$ cat src/rtl/apb_rx_pkg.sv
// Shared constants and state types for the receive-side APB status poller.
package apb_rx_pkg;

   localparam int unsigned AddrReceive = 5;
   localparam int unsigned AddrId      = 6;
   localparam int unsigned AddrData    = 7;
   localparam int unsigned AddrStatus  = 8;
   localparam int unsigned AddrCmd     = 9;

   localparam int unsigned StatusPendingBit = 0;
   localparam int unsigned StatusBusyBit    = 7;

   typedef enum logic [2:0] {
      StIdle,
      StWait,
      StStatus,
      StId,
      StData,
      StCmd,
      StRecv,
      StPresent
   } seq_state_e;

   typedef enum logic [1:0] {
      RdIdle,
      RdSetup,
      RdAccess,
      RdCapture
   } rd_state_e;

   function automatic logic status_ready(input logic [7:0] status);
      return status[StatusPendingBit] && !status[StatusBusyBit];
   endfunction

endpackage

$ cat src/rtl/apb_rx_read_port.sv
// Single-read APB engine: one SETUP/ACCESS(/CAPTURE) transfer per start, with a
// bounded wait on PREADY.
module apb_rx_read_port
   import apb_rx_pkg::*;
#(
   parameter int unsigned ADDRESSWIDTH = 4,
   parameter int unsigned DATAWIDTH    = 16,
   parameter int unsigned TIMEOUT      = 15,
   parameter int unsigned READ_LAT     = 1
) (
   input  logic                    PCLK_rx,
   input  logic                    PRESETn_rx,
   input  logic                    start_i,
   input  logic [ADDRESSWIDTH-1:0] addr_i,
   output logic                    done_o,
   output logic [DATAWIDTH-1:0]    data_o,
   output logic                    timeout_o,
   output logic [ADDRESSWIDTH-1:0] paddr_o,
   output logic                    psel_o,
   output logic                    penable_o,
   input  logic [DATAWIDTH-1:0]    prdata_i,
   input  logic                    pready_i
);

   localparam int unsigned TW = $clog2(TIMEOUT + 1);

   rd_state_e               state_q, state_d;
   logic [TW-1:0]           acc_cnt_q, acc_cnt_d;
   logic [ADDRESSWIDTH-1:0] paddr_q;
   logic                    timeout_q, timeout_d;
   logic                    expire;
   logic                    launch;

   assign expire = (state_q == RdAccess) && !pready_i && (acc_cnt_q == TW'(TIMEOUT - 1));

   always_comb begin
      state_d   = state_q;
      acc_cnt_d = acc_cnt_q;
      timeout_d = 1'b0;
      done_o    = 1'b0;
      unique case (state_q)
         RdIdle: begin
            if (start_i) state_d = RdSetup;
         end
         RdSetup: begin
            state_d   = RdAccess;
            acc_cnt_d = '0;
         end
         RdAccess: begin
            if (pready_i) begin
               if (READ_LAT != 0) begin
                  state_d = RdCapture;
               end else begin
                  done_o  = 1'b1;
                  state_d = start_i ? RdSetup : RdIdle;
               end
            end else if (expire) begin
               timeout_d = 1'b1;
               state_d   = RdIdle;
            end else begin
               acc_cnt_d = acc_cnt_q + TW'(1);
            end
         end
         RdCapture: begin
            done_o  = 1'b1;
            state_d = start_i ? RdSetup : RdIdle;
         end
         default: state_d = RdIdle;
      endcase
   end

   // A new address is accepted when idle or back-to-back on the completing cycle.
   assign launch = start_i && ((state_q == RdIdle) || done_o);

   always_ff @(posedge PCLK_rx or negedge PRESETn_rx) begin
      if (!PRESETn_rx) begin
         state_q   <= RdIdle;
         acc_cnt_q <= '0;
         paddr_q   <= '0;
         timeout_q <= 1'b0;
      end else begin
         state_q   <= state_d;
         acc_cnt_q <= acc_cnt_d;
         timeout_q <= timeout_d;
         if (launch) paddr_q <= addr_i;
      end
   end

   assign paddr_o   = paddr_q;
   assign psel_o    = (state_q == RdSetup) || (state_q == RdAccess);
   assign penable_o = (state_q == RdAccess);
   assign data_o    = prdata_i;
   assign timeout_o = timeout_q;

endmodule

$ cat src/rtl/apb_rx_poller.sv
// Polls the receiver status register and, when a frame is pending, reads it out
// and offers it on a valid/ready stream.
module apb_rx_poller
   import apb_rx_pkg::*;
#(
   parameter int unsigned ADDRESSWIDTH  = 4,
   parameter int unsigned DATAWIDTH     = 16,
   parameter int unsigned POLL_INTERVAL = 16,
   parameter int unsigned TIMEOUT       = 15,
   parameter int unsigned READ_LAT      = 1
) (
   input  logic                    PCLK_rx,
   input  logic                    PRESETn_rx,
   output logic [ADDRESSWIDTH-1:0] PADDR_rx_o,
   output logic                    PWRITE_rx_o,
   output logic                    PSELx_rx_o,
   output logic                    PENABLE_rx_o,
   input  logic [DATAWIDTH-1:0]    PRDATA_rx_i,
   input  logic                    PREADY_rx_i,
   input  logic                    enable_i,
   output logic                    frame_valid_o,
   input  logic                    frame_ready_i,
   output logic [7:0]              frame_id_o,
   output logic [15:0]             frame_data_o,
   output logic [7:0]              frame_cmd_o,
   output logic [7:0]              frame_status_o,
   output logic [11:0]             frame_raw_o,
   output logic                    timeout_err_o
);

   localparam int unsigned PW = $clog2(POLL_INTERVAL + 1);
   localparam logic [PW-1:0] PollReload = PW'(POLL_INTERVAL - 1);

   seq_state_e              state_q, state_d;
   logic [PW-1:0]           poll_cnt_q, poll_cnt_d;
   logic [7:0]              status_q, id_q, cmd_q;
   logic [15:0]             data_q;
   logic                    cap_status, cap_id, cap_data, cap_cmd, load_frame;

   logic                    frame_valid_q;
   logic [7:0]              frame_id_q, frame_cmd_q, frame_status_q;
   logic [15:0]             frame_data_q;
   logic [11:0]             frame_raw_q;

   logic                    rd_start, rd_done, rd_timeout;
   logic [ADDRESSWIDTH-1:0] rd_addr;
   logic [DATAWIDTH-1:0]    rd_data;
   logic [15:0]             rd_data16;

   assign rd_data16 = 16'(rd_data);

   apb_rx_read_port #(
      .ADDRESSWIDTH (ADDRESSWIDTH),
      .DATAWIDTH    (DATAWIDTH),
      .TIMEOUT      (TIMEOUT),
      .READ_LAT     (READ_LAT)
   ) u_read_port (
      .PCLK_rx    (PCLK_rx),
      .PRESETn_rx (PRESETn_rx),
      .start_i    (rd_start),
      .addr_i     (rd_addr),
      .done_o     (rd_done),
      .data_o     (rd_data),
      .timeout_o  (rd_timeout),
      .paddr_o    (PADDR_rx_o),
      .psel_o     (PSELx_rx_o),
      .penable_o  (PENABLE_rx_o),
      .prdata_i   (PRDATA_rx_i),
      .pready_i   (PREADY_rx_i)
   );

   always_comb begin
      state_d    = state_q;
      poll_cnt_d = poll_cnt_q;
      rd_start   = 1'b0;
      rd_addr    = ADDRESSWIDTH'(AddrStatus);
      cap_status = 1'b0;
      cap_id     = 1'b0;
      cap_data   = 1'b0;
      cap_cmd    = 1'b0;
      load_frame = 1'b0;
      unique case (state_q)
         StIdle: begin
            if (enable_i) begin
               state_d    = StWait;
               poll_cnt_d = PollReload;
            end
         end
         StWait: begin
            if (!enable_i) begin
               state_d = StIdle;
            end else if (poll_cnt_q == '0) begin
               rd_start = 1'b1;
               rd_addr  = ADDRESSWIDTH'(AddrStatus);
               state_d  = StStatus;
            end else begin
               poll_cnt_d = poll_cnt_q - PW'(1);
            end
         end
         StStatus: begin
            if (rd_done) begin
               cap_status = 1'b1;
               if (status_ready(rd_data16[7:0])) begin
                  rd_start = 1'b1;
                  rd_addr  = ADDRESSWIDTH'(AddrId);
                  state_d  = StId;
               end else begin
                  state_d    = StWait;
                  poll_cnt_d = PollReload;
               end
            end
         end
         StId: begin
            if (rd_done) begin
               cap_id   = 1'b1;
               rd_start = 1'b1;
               rd_addr  = ADDRESSWIDTH'(AddrData);
               state_d  = StData;
            end
         end
         StData: begin
            if (rd_done) begin
               cap_data = 1'b1;
               rd_start = 1'b1;
               rd_addr  = ADDRESSWIDTH'(AddrCmd);
               state_d  = StCmd;
            end
         end
         StCmd: begin
            if (rd_done) begin
               cap_cmd  = 1'b1;
               rd_start = 1'b1;
               rd_addr  = ADDRESSWIDTH'(AddrReceive);
               state_d  = StRecv;
            end
         end
         StRecv: begin
            if (rd_done) begin
               load_frame = 1'b1;
               state_d    = StPresent;
            end
         end
         StPresent: begin
            if (frame_ready_i) begin
               state_d    = StWait;
               poll_cnt_d = PollReload;
            end
         end
         default: state_d = StIdle;
      endcase
      // An aborted read drops whatever was gathered so far.
      if (rd_timeout) begin
         rd_start   = 1'b0;
         state_d    = StWait;
         poll_cnt_d = PollReload;
      end
   end

   always_ff @(posedge PCLK_rx or negedge PRESETn_rx) begin
      if (!PRESETn_rx) begin
         state_q        <= StIdle;
         poll_cnt_q     <= '0;
         status_q       <= '0;
         id_q           <= '0;
         data_q         <= '0;
         cmd_q          <= '0;
         frame_valid_q  <= 1'b0;
         frame_id_q     <= '0;
         frame_data_q   <= '0;
         frame_cmd_q    <= '0;
         frame_status_q <= '0;
         frame_raw_q    <= '0;
      end else begin
         state_q    <= state_d;
         poll_cnt_q <= poll_cnt_d;
         if (cap_status) status_q <= rd_data16[7:0];
         if (cap_id)     id_q     <= rd_data16[7:0];
         if (cap_data)   data_q   <= rd_data16;
         if (cap_cmd)    cmd_q    <= rd_data16[7:0];
         if (load_frame) begin
            frame_valid_q  <= 1'b1;
            frame_id_q     <= id_q;
            frame_data_q   <= data_q;
            frame_cmd_q    <= cmd_q;
            frame_status_q <= status_q;
            frame_raw_q    <= rd_data16[11:0];
         end else if (frame_valid_q && frame_ready_i) begin
            frame_valid_q <= 1'b0;
         end
      end
   end

   assign PWRITE_rx_o    = 1'b0;
   assign frame_valid_o  = frame_valid_q;
   assign frame_id_o     = frame_id_q;
   assign frame_data_o   = frame_data_q;
   assign frame_cmd_o    = frame_cmd_q;
   assign frame_status_o = frame_status_q;
   assign frame_raw_o    = frame_raw_q;
   assign timeout_err_o  = rd_timeout;

endmodule

$ cat config.mk
export PLATFORM = sky130hd
export DESIGN_NAME = apb_rx_poller
export DESIGN_NICKNAME = d
export VERILOG_FILES = /design/src/rtl/apb_rx_pkg.sv /design/src/rtl/apb_rx_read_port.sv /design/src/rtl/apb_rx_poller.sv
export SDC_FILE = /design/constraint.sdc
export NUM_CORES = 1
export LEC_CHECK = 0
export BUFFER_PORTS_ARGS = -buffer_cell sky130_fd_sc_hd__buf_2
export CAP_MARGIN = 0
export CORE_MARGIN = 2
export CORE_UTILIZATION = 50
export CTS_CLUSTER_SIZE = 25
export DETAILED_ROUTE_END_ITERATION = 10
export MAX_ROUTING_LAYER = met4
export PLACE_DENSITY = 0.75
export SLEW_MARGIN = 20
export SYNTH_ARGS = -nofsm -noshare
export SYNTH_HDL_FRONTEND = slang
export SYNTH_SLANG_ARGS = --single-unit
export TNS_END_PERCENT = 5
$ cat constraint.sdc
create_clock -name PCLK_rx -period 2.35 [get_ports PCLK_rx]
set_clock_uncertainty 0.2 [all_clocks]
set_input_delay 0.47 -clock PCLK_rx [delete_from_list [all_inputs] [get_ports PCLK_rx]]
set_output_delay 0.47 -clock PCLK_rx [all_outputs]
set_load 0.1 [all_outputs]
==> results_dict.tcl, run 1 <==
set metrics [dict create \
    status "complete, no violations" \
    antenna_found_initial 0 \
    wl_met3_um 410 \
    drt_first_pass_iters 4 \
    synthMuxAreaShare 0.235 \
    synth.cell_area_sq_mm 0.00474 \
    grt_start_max_net_pins 42 \
    cts_tree "built" \
    clock_tree.buffer_depth 2 \
    synth_simple_gate_area_share 0.0605 \
    transition_at_the_pin_with_the_smallest_max_transition_slack_ns 0.582 \
    met2WireLength_mm 4.75 \
    worstPathMaxFanout 4 \
    post_synthesis_cell_type_with_the_largest_combined_area "sky130_fd_sc_hd__dfrtp_1" \
    synth-seq-area-share 0.591 \
    nets 472 \
    n_fill_cell 760 \
    startpoint "poll_cnt_q[1]" \
    grt-ovfl-total 0 \
    holdCritStartpoint "frame_ready_i" \
    finalSetupViolations 0 \
    post_synth_fa_ha_maj_area_fraction 0.0238 \
    ys_top_cells_by_area "sky130_fd_sc_hd__dfrtp_1 59%, sky130_fd_sc_hd__mux2_2 22%, sky130_fd_sc_hd__ha_1 2.4%" \
    min-delay-path-class "input port to register" \
    post_drt_wl_per_cell_um 16.9 \
    core_region_area_sq_mm 0.00920 \
    die-height_um 101 \
    asyncSetResetFlopFracSynth 1.00 \
    via_count_of_the_first_global_routing_pass 3162 \
    grt_first_pass_wirelength_mm 15.5 \
    crit_path_top_delay_cell "sky130_fd_sc_hd__or4b_4" \
    yosysTopAreaCellShare 0.591 \
    cp-end-kind "register" \
    starting_density 0.515 \
    timing.critical_path.max_delay_family "compound AO/OA/AOI/OAI gates" \
    via_per_inst 5.51 \
    worst_ep_required_time_ns 2.41 \
    complex_gate_fraction_of_the_synthesized_area 0.0631 \
    area.growth.synth_to_final_pct 18.8 \
    synth_top_family_by_area "multiplexers" \
    htree_levels 3 \
    post_synthesis_area_per_instance_sq_um 13.7 \
    drc 0 \
    io_pins 82 \
    synth_cells 345 \
    critPathLaunchType "register" \
    max_cap_viol_count 0 \
    dpl.hpwl_mm 6.62 \
    wirelength_met1_mm 4.19 \
    highest_layer "met4" \
    routabilityCongestion 0.882 \
    number_of_standard_cells_in_the_final_layout_excluding_fillers 557 \
    rsz0062_at_grt "yes" \
    cts-root-buf "sky130_fd_sc_hd__clkbuf_8" \
    worst-endpoint-arrival_ns 2.38 \
    dr.first_iter.drc_count 118 \
    cts_inserted_buffers 9 \
    die_w_um 101 \
    placementRows 35 \
    timing.final.hold_violations 0 \
    synth_cell_type_count 45 \
    synth_flop_cell "sky130_fd_sc_hd__dfrtp_1" \
    critical_path_buf_inv_count 1 \
    post_synth_net_total 375 \
    routed_wl_mm 9.44 \
    mostFrequentLayoutCell "sky130_fd_sc_hd__dfrtp_1" \
    die_area_sq_mm 0.0103 \
    io_buffer_count 80 \
    synth_xor_xnor_area_share 0.00185 \
    layout-drive-gt1-share 0.513 \
    routed_antenna_nets 0 \
    diodes 0 \
    achievable-frequency_mhz 431 \
    layout.cells.most_common_list "112 x sky130_fd_sc_hd__dfrtp_1, 94 x sky130_fd_sc_hd__mux2_2, 78 x sky130_fd_sc_hd__buf_2" \
    ys_ff_latch 112 \
    fin_crit_sh 0.987 \
    timing.critical_path.cells "inv_2 > ha_2 > or4b_4 > o21a_4 > a211o_4 > mux2_4" \
    rr_startpoint "poll_cnt_q[1]" \
    timing.slew.headroom 0.608 \
    clock_sink_count 112 \
    place_inst 538 \
    synth_warnings 0 \
    final.setup.tns_ns 0 \
    vias 3068 \
    holdWs_ns 0.110 \
    number_of_enable_flip_flop_cells_after_synthesis 0 \
    grt.total_usage 0.201 \
    timing.critical_path.slowest_cell_delay_ns 0.48 \
    r2r_setup_slack_ns 0.03 \
    maxSlewViolCount 0 \
    timing_worst_setup_path_type "register to register" \
    cts.clk_slew.worst_paths_ns 0.10 \
    final.min_clock_period_ns 2.32 \
    insertion_delay_ns 0.37 \
]
[cells in the mapped netlist (2+ instances only)]
cell                       number
sky130_fd_sc_hd__a21oi_1        6
sky130_fd_sc_hd__a21o_1         4
sky130_fd_sc_hd__mux2_4         3
sky130_fd_sc_hd__or3_1          2
sky130_fd_sc_hd__a211o_1        2
sky130_fd_sc_hd__nand2_1       12
sky130_fd_sc_hd__nand2b_1       4
sky130_fd_sc_hd__nor2_1         7
sky130_fd_sc_hd__nor2b_1        3
sky130_fd_sc_hd__a31oi_1        5
sky130_fd_sc_hd__inv_1         13
sky130_fd_sc_hd__buf_2          2
sky130_fd_sc_hd__and3_1         2
sky130_fd_sc_hd__mux2_2        94
sky130_fd_sc_hd__nor4_1         2
sky130_fd_sc_hd__o21a_1         3
sky130_fd_sc_hd__or2_2          2
sky130_fd_sc_hd__clkbuf_1       6
sky130_fd_sc_hd__o21ai_0        9
sky130_fd_sc_hd__a221oi_1       2
sky130_fd_sc_hd__dfrtp_1      112
sky130_fd_sc_hd__a211oi_1       2
sky130_fd_sc_hd__o221a_2        2
sky130_fd_sc_hd__nand3_1        6
sky130_fd_sc_hd__nor3_1         7
sky130_fd_sc_hd__ha_1           9
sky130_fd_sc_hd__buf_1          6
[area by class of cell]
class | count | area, sq um | share of cell area
Tap cell | 111 | 139 | 0.0247
Inverter | 13 | 48.8 | 0.00867
Timing Repair Buffer | 101 | 603 | 0.107
Clock buffer | 9 | 124 | 0.0220
Multi-Input combinational cell | 205 | 1860 | 0.331
Clock inverter | 6 | 51.3 | 0.00911
Sequential cell | 112 | 2800 | 0.498
[repair_timing]
item / CTS / global route
buffers inserted: 0 / 3
setup endpoints to repair: 4 / 27
hold endpoints to repair: 39 / 0
hold buffers: 1 / 0
pin swaps: 0 / 2
gates resized for setup: 2 / 7
[flip-flops by register name, indices dropped and copies added, names as in the netlist]
signal                 count
data_q                    16
frame_data_o              16
frame_raw_o               12
cmd_q                      8
frame_cmd_o                8
frame_id_o                 8
frame_status_o             8
id_q                       8
status_q                   8
poll_cnt_q                 5
u_read_port.acc_cnt_q      4
u_read_port.paddr_o        4
state_q                    3
u_read_port.state_q        2
frame_valid_o              1
u_read_port.timeout_o      1
[worst register-to-register path, cell delays in order, from the launching register on]
cell,delay (ns)
sky130_fd_sc_hd__dfrtp_1,0.41
sky130_fd_sc_hd__inv_2,0.07
sky130_fd_sc_hd__ha_2,0.16
sky130_fd_sc_hd__or4b_4,0.48
sky130_fd_sc_hd__o21a_4,0.24
sky130_fd_sc_hd__a211o_4,0.36
sky130_fd_sc_hd__mux2_4,0.30
[stage by stage]
step	utilization	worst slack (ns)	area (sq um)
final	0.612	0.0298	5630
after global routing	0.612	-0.0130	5630
after CTS	0.607	0.00532	5580
after detailed placement	0.586	-0.0124	5390
after global placement	0.586	0.0618	5390
after floorplan	-	0.106	4740
[worst paths after layout]
kind,end,cells after the start
max in group asynchronous,poll_cnt_q[4],3
max reg2reg,u_read_port.paddr_o[3],6
min in group asynchronous,frame_raw_o[2],2
min reg2reg,u_read_port.paddr_o[1],1
max,u_read_port.paddr_o[3],6
min,frame_valid_o,2
[layer usage]
metal,global-route usage,up-vias
li1,-,1420
met1,0.257,1573
met2,0.325,65
met3,0.0490,10
met4,0.0530,0
met5,-,-
[cells by family (layout without fill, tap and decap cells)]
| group | after synthesis | count (layout) |
|---|---|---|
| compound gates | 43 | 43 |
| xor+xnor | 1 | 1 |
| fa+ha+maj | 9 | 9 |
| buf+inv | 28 | 129 |
| flops | 112 | 112 |
| mux | 98 | 98 |
| other cells | 1 | 1 |
| simple gates | 53 | 53 |
Power of run 1 is left out: the tool's default activity adds up to more than one toggle a clock period on the data nets, which glitch-free logic cannot reach.
==> run 2, diff against run 1 <==
--- a/config.mk
+++ b/config.mk
@@ -11,7 +11,6 @@
 export CORE_UTILIZATION = 50
 export CTS_CLUSTER_SIZE = 25
 export DETAILED_ROUTE_END_ITERATION = 10
-export MAX_ROUTING_LAYER = met4
 export PLACE_DENSITY = 0.75
 export SLEW_MARGIN = 20
 export SYNTH_ARGS = -nofsm -noshare
==> run 2 against run 1 <==
Net effect: non-clock buffer count unchanged; critical path type unchanged; critical endpoint unchanged; register-to-register slack hardly changed; via count shrank 0.62%; maximum frequency decreased by 0.12%.
==> results_dict.tcl, run 2 (same netlist as run 1, synthesis figures left out) <==
set metrics [dict create \
    timing.final.hold_violations 0 \
    dr.first_iter.drc_count 102 \
    area.growth.synth_to_final_pct 18.8 \
    starting_density 0.515 \
    die-height_um 101 \
    dp_slack_ns -0.0124 \
    transition_at_the_pin_with_the_smallest_max_transition_slack_ns 0.585 \
    max_cap_viol_count 0 \
    clock_sink_count 112 \
    dpl_cell_area_sq_mm 0.00539 \
    die_area_sq_mm 0.0103 \
    worst_ep_required_time_ns 2.41 \
    timing.critical_path.slowest_cell_delay_ns 0.48 \
    rsz0062_at_grt "yes" \
    timing.critical_path.cells "inv_2 > ha_2 > or4b_4 > o21a_4 > a211o_4 > mux2_4" \
    layout-drive-gt1-share 0.513 \
    dpl.hpwl_mm 6.62 \
    via_count_of_the_first_global_routing_pass 3168 \
    vias 3049 \
    io_buffer_count 80 \
    die_w_um 101 \
    number_of_standard_cells_in_the_final_layout_excluding_fillers 557 \
    routed_wl_mm 9.39 \
    worstPathMaxFanout 4 \
    htree_levels 3 \
    achievable-frequency_mhz 430 \
    diodes 0 \
    final.setup.worst_slack_ns 0.0270 \
    cts-root-buf "sky130_fd_sc_hd__clkbuf_8" \
    insertion_delay_ns 0.37 \
    io_pins 82 \
    worst-endpoint-arrival_ns 2.39 \
    grt-ovfl-total 0 \
    finalSetupViolations 0 \
    grt_first_pass_wirelength_mm 15.5 \
    min-delay-path-class "input port to register" \
    status "complete, no violations" \
    crit_path_top_delay_cell "sky130_fd_sc_hd__or4b_4" \
    timing.critical_path.max_delay_family "compound AO/OA/AOI/OAI gates" \
    layout.cell_area.non_filler_sq_mm 0.00563 \
    grt_start_max_net_pins 42 \
    place_inst 538 \
    routed_antenna_nets 0 \
    grt.total_usage 0.195 \
    routabilityCongestion 0.868 \
    cts_inserted_buffers 9 \
    fin_crit_sh 0.989 \
    core_region_area_sq_mm 0.00920 \
    via_per_inst 5.47 \
    antenna_found_initial 0 \
    cts.clk_slew.worst_paths_ns 0.10 \
    critPathLaunchType "register" \
    critical_path_buf_inv_count 1 \
    clock_tree.buffer_depth 2 \
    cp-end-kind "register" \
    final.min_clock_period_ns 2.32 \
    maxSlewViolCount 0 \
    placementRows 35 \
    drc 0 \
    drt_first_pass_iters 4 \
    timing_worst_setup_path_type "register to register" \
    post_drt_wl_per_cell_um 16.9 \
    timing.slew.headroom 0.606 \
    layout.cells.most_common_list "112 x sky130_fd_sc_hd__dfrtp_1, 94 x sky130_fd_sc_hd__mux2_2, 78 x sky130_fd_sc_hd__buf_2" \
    mostFrequentLayoutCell "sky130_fd_sc_hd__dfrtp_1" \
    nets 472 \
    cts_tree "built" \
]
-- run 2: cell counts in the layout (fill, tap and decap cells not counted) --
Identical to the previous run, type by type.
-- run 2: worst register-to-register path: cells and delay by family, from the launching register on --
| kind | cells | cell delay [ns] |
|---|---|---|
| muxes | 1 | 0.30 |
| adders and majority gates | 1 | 0.16 |
| and+or+nand+nor | 1 | 0.48 |
| AOI/OAI and AO/OA | 2 | 0.60 |
| buffers and inverters | 1 | 0.07 |
| DFF | 1 | 0.41 |
-- run 2: metal layers --
| layer | track usage | wire length (um) |
|---|---|---|
| met1 | 0.251 | 4080 |
| met5 | 0 | 0 |
| met3 | 0.0580 | 476 |
| met4 | 0.0499 | 93 |
| met2 | 0.325 | 4740 |
-- run 2: metrics by stage --
stage,setup TNS [ns],util,hold WS (ns)
after floorplan,0,-,-0.0256
after global placement,0,0.586,0.279
after detailed placement,-0.0249,0.586,0.288
after CTS,0,0.607,0.0951
after global routing,-0.0404,0.612,0.0995
final,0,0.612,0.111
-- run 2: final cells by class --
class                      instances  area, sq um
clock buffer                       9          124
clock inverter                     6         51.3
fill                             760         3570
inverter                          13         48.8
multi-input combinational        205         1860
sequential                       112         2800
tap                              111          139
timing repair buffer             101          603
-- run 2: repair_timing --
action                                  in CTS  in global routing
pin swaps                                    0                  2
endpoints found under the setup margin       4                 25
resized for setup                            2                  7
endpoints found under the hold margin       39                  0
hold buffers                                 1                  0
setup buffers                                0                  3
-- run 2: worst paths after layout --
kind	from	end	slack, ns	cells after the start
setup / recovery	poll_cnt_q[1]	u_read_port.paddr_o[3]	0.03	6
hold / removal	frame_ready_i	frame_valid_o	0.11	2
setup reg to reg	poll_cnt_q[1]	u_read_port.paddr_o[3]	0.03	6
hold reg to reg	u_read_port.paddr_o[1]	u_read_port.paddr_o[1]	0.30	1
max in group asynchronous	PRESETn_rx	frame_id_o[5]	0.92	3
min in group asynchronous	PRESETn_rx	frame_raw_o[2]	0.44	2
Power of run 2 is left out for the same reason.
==> run 3, diff against run 2 <==
--- a/config.mk
+++ b/config.mk
@@ -15,5 +15,6 @@
 export SLEW_MARGIN = 20
 export SYNTH_ARGS = -nofsm -noshare
 export SYNTH_HDL_FRONTEND = slang
+export SYNTH_HIERARCHICAL = 1
 export SYNTH_SLANG_ARGS = --single-unit
 export TNS_END_PERCENT = 5
==> run 3 against run 2 <==
Net effect: the run now ends with setup timing left; via count fell by 1.2%; first-iteration DRC count shrank 16%; non-clock buffer count decreased by 3; global-route usage down 0.89 points; synthesized cell count increased by 2.9%; register-to-register slack worse by 0.06 ns; highest routed layer unchanged.
==> results_dict.tcl, run 3 <==
set metrics [dict create \
    ys_ff_latch 112 \
    dr.first_iter.drc_count 86 \
    max_cap_viol_count 0 \
    worst_ep_required_time_ns 2.41 \
    dominant_cell_by_count_in_the_synthesized_netlist "sky130_fd_sc_hd__dfrtp_1" \
    worst-endpoint-arrival_ns 2.44 \
    number_of_enable_flip_flop_cells_after_synthesis 0 \
    post_synthesis_area_per_instance_sq_um 13.7 \
    yosysTopAreaCellShare 0.578 \
    die-height_um 102 \
    maxSlewViolCount 0 \
    status "finished, violations left" \
    timing.critical_path.slowest_cell_delay_ns 0.42 \
    r2r.worst_path.cells 7 \
    area.growth.synth_to_final_pct 16.8 \
    routed_antenna_nets 0 \
    die_w_um 102 \
    crit_path_top_delay_cell "sky130_fd_sc_hd__dfrtp_1" \
    insertion_delay_ns 0.37 \
    rsz0062_at_grt "yes" \
    antenna_found_initial 0 \
    starting_density 0.520 \
    dpl.hpwl_mm 6.26 \
    placementRows 35 \
    critical_path.reg2reg.endpoint "state_q[0]" \
    final.setup.worst_slack_ns -0.0321 \
    timing.slew.headroom 0.616 \
    synth.cell_area_sq_mm 0.00485 \
    grt.total_usage 0.186 \
    routed_wl_mm 9.09 \
    holdWs_ns 0.0958 \
    n_fill_cell 763 \
    critical_path_buf_inv_count 1 \
    io_buffer_count 80 \
    failing_checks "setup timing" \
    clock_tree.buffer_depth 2 \
    synth_cell_type_count 52 \
    post_synthesis_cell_type_with_the_largest_combined_area "sky130_fd_sc_hd__dfrtp_1" \
    via_count_of_the_first_global_routing_pass 3054 \
    layout.cells.most_common_list "111 x sky130_fd_sc_hd__dfrtp_1, 93 x sky130_fd_sc_hd__mux2_2, 77 x sky130_fd_sc_hd__buf_2" \
    timing.final.hold_violations 0 \
    fin_util 0.607 \
    transition_at_the_pin_with_the_smallest_max_transition_slack_ns 0.570 \
    post_drt_wl_per_cell_um 16.0 \
    asyncSetResetFlopFracSynth 1.00 \
    mostFrequentLayoutCell "sky130_fd_sc_hd__dfrtp_1" \
    vias 3012 \
    io_pins 82 \
    routabilityCongestion 0.834 \
    end_point_of_the_critical_path "state_q[0]" \
    die_area_sq_mm 0.0105 \
    worstPathMaxFanout 3 \
    final.min_clock_period_ns 2.38 \
    timing.critical_path.max_delay_family "simple AND/OR/NAND/NOR gates" \
    core_region_area_sq_mm 0.00933 \
    post_synth_most_frequent_cells "112 x sky130_fd_sc_hd__dfrtp_1, 97 x sky130_fd_sc_hd__mux2_2, 17 x sky130_fd_sc_hd__buf_4" \
    fin_crit_sh 1.01 \
    grt_first_pass_wirelength_mm 15.0 \
    timing_worst_setup_path_type "register to register" \
    timing.critical_path.cells "inv_1 > ha_2 > or3b_4 > o21a_1 > and2_4 > or3_4 > mux2_4" \
    drt_first_pass_iters 5 \
    nets 462 \
    cts_post_setup_buffers_inserted 0 \
    htree_levels 3 \
    min-delay-path-class "input port to register" \
    synth-seq-area-share 0.578 \
    rr_startpoint "poll_cnt_q[1]" \
    synth_cells 355 \
    grt-ovfl-total 0 \
    synth_warnings 6 \
    clock_sink_count 112 \
    r2r_setup_slack_ns -0.03 \
    critPathLaunchType "register" \
    cts.clk_slew.worst_paths_ns 0.11 \
    via_per_inst 5.29 \
    crit_cells 7 \
    ys_top_cells_by_area "sky130_fd_sc_hd__dfrtp_1 58%, sky130_fd_sc_hd__mux2_2 23%, sky130_fd_sc_hd__buf_4 2.6%" \
    synth_flop_cell "sky130_fd_sc_hd__dfrtp_1" \
    startpoint "poll_cnt_q[1]" \
    achievable-frequency_mhz 420 \
    grt_start_max_net_pins 113 \
    diodes 0 \
    finalSetupViolations 1 \
    drc 0 \
    cts-root-buf "sky130_fd_sc_hd__clkbuf_8" \
    cp-end-kind "register" \
    cts_tree "built" \
    layout-drive-gt1-share 0.532 \
    post_synth_net_total 382 \
    cts_inserted_buffers 9 \
]
==> run 3: cell count changes after synthesis, sizes merged, moves of 3 or more <==
cell    change
ha          -3
buf        +12
a21o        -4
and2        +3
nand2b      -3
a31oi       -3
o21ai       -3
nand2       +4
==> run 3: logic make-up (layout without fill, tap and decap cells) <==
logic type               count (synthesis)  in the layout  share of synthesized area
flip-flops                             112            112                      0.578
adder cells (fa/ha/maj)                  6              6                     0.0155
AO/OA/AOI/OAI                           33             33                     0.0493
buffers and inverters                   40            125                     0.0485
multiplexers                           100            100                      0.234
AND/OR/NAND/NOR                         62             62                     0.0720
other                                    1              1                   0.000774
XOR/XNOR                                 1              1                    0.00181
==> run 3: layer usage <==
layer,routed length [um],part of all wire,GRT usage
met1,4150,0.46,0.250
met2,4360,0.48,0.296
met3,488,0.054,0.0527
met4,86,0.0095,0.0564
met5,0,0,0
==> run 3: final cells by class <==
cell class	count	area (sq um)	area share
Clock buffer	11	151	0.0267
Clock inverter	5	48.8	0.00862
Inverter	11	41.3	0.00729
Multi-Input combinational cell	203	1860	0.329
Sequential cell	112	2800	0.495
Tap cell	129	161	0.0285
Timing Repair Buffer	98	591	0.104
==> run 3: timing repair <==
item | 4_1_cts | 5_1_grt
endpoints found under the hold margin | 93 | 0
cloned | 0 | 0
hold buffers | 1 | 0
gates resized for setup | 2 | 14
setup endpoints to repair | 7 | 9
pin swaps | 0 | 5
==> run 3: per-stage QoR <==
stage	cell area, sq um	setup TNS, ns	cells	setup WS, ns
after global routing	5660	-0.337	569	-0.0914
final	5660	-0.0321	569	-0.0321
after global placement	5390	0	552	0.0499
after floorplan	4850	-0.0934	355	-0.0233
after detailed placement	5390	-0.0358	552	-0.0172
after CTS	5610	-0.126	569	-0.0475
==> run 3: worst min path at each step <==
stage,from,depth (start not counted),endpoint
global route,frame_ready_i,2,frame_valid_o
CTS,frame_ready_i,2,frame_valid_o
detailed placement,frame_cmd_o[5],1,frame_cmd_o[5]
finish,frame_ready_i,2,frame_valid_o
floorplan,PRESETn_rx,0,cmd_q[0]
global placement,frame_data_o[3],1,frame_data_o[3]
Power of run 3 is left out for the same reason.
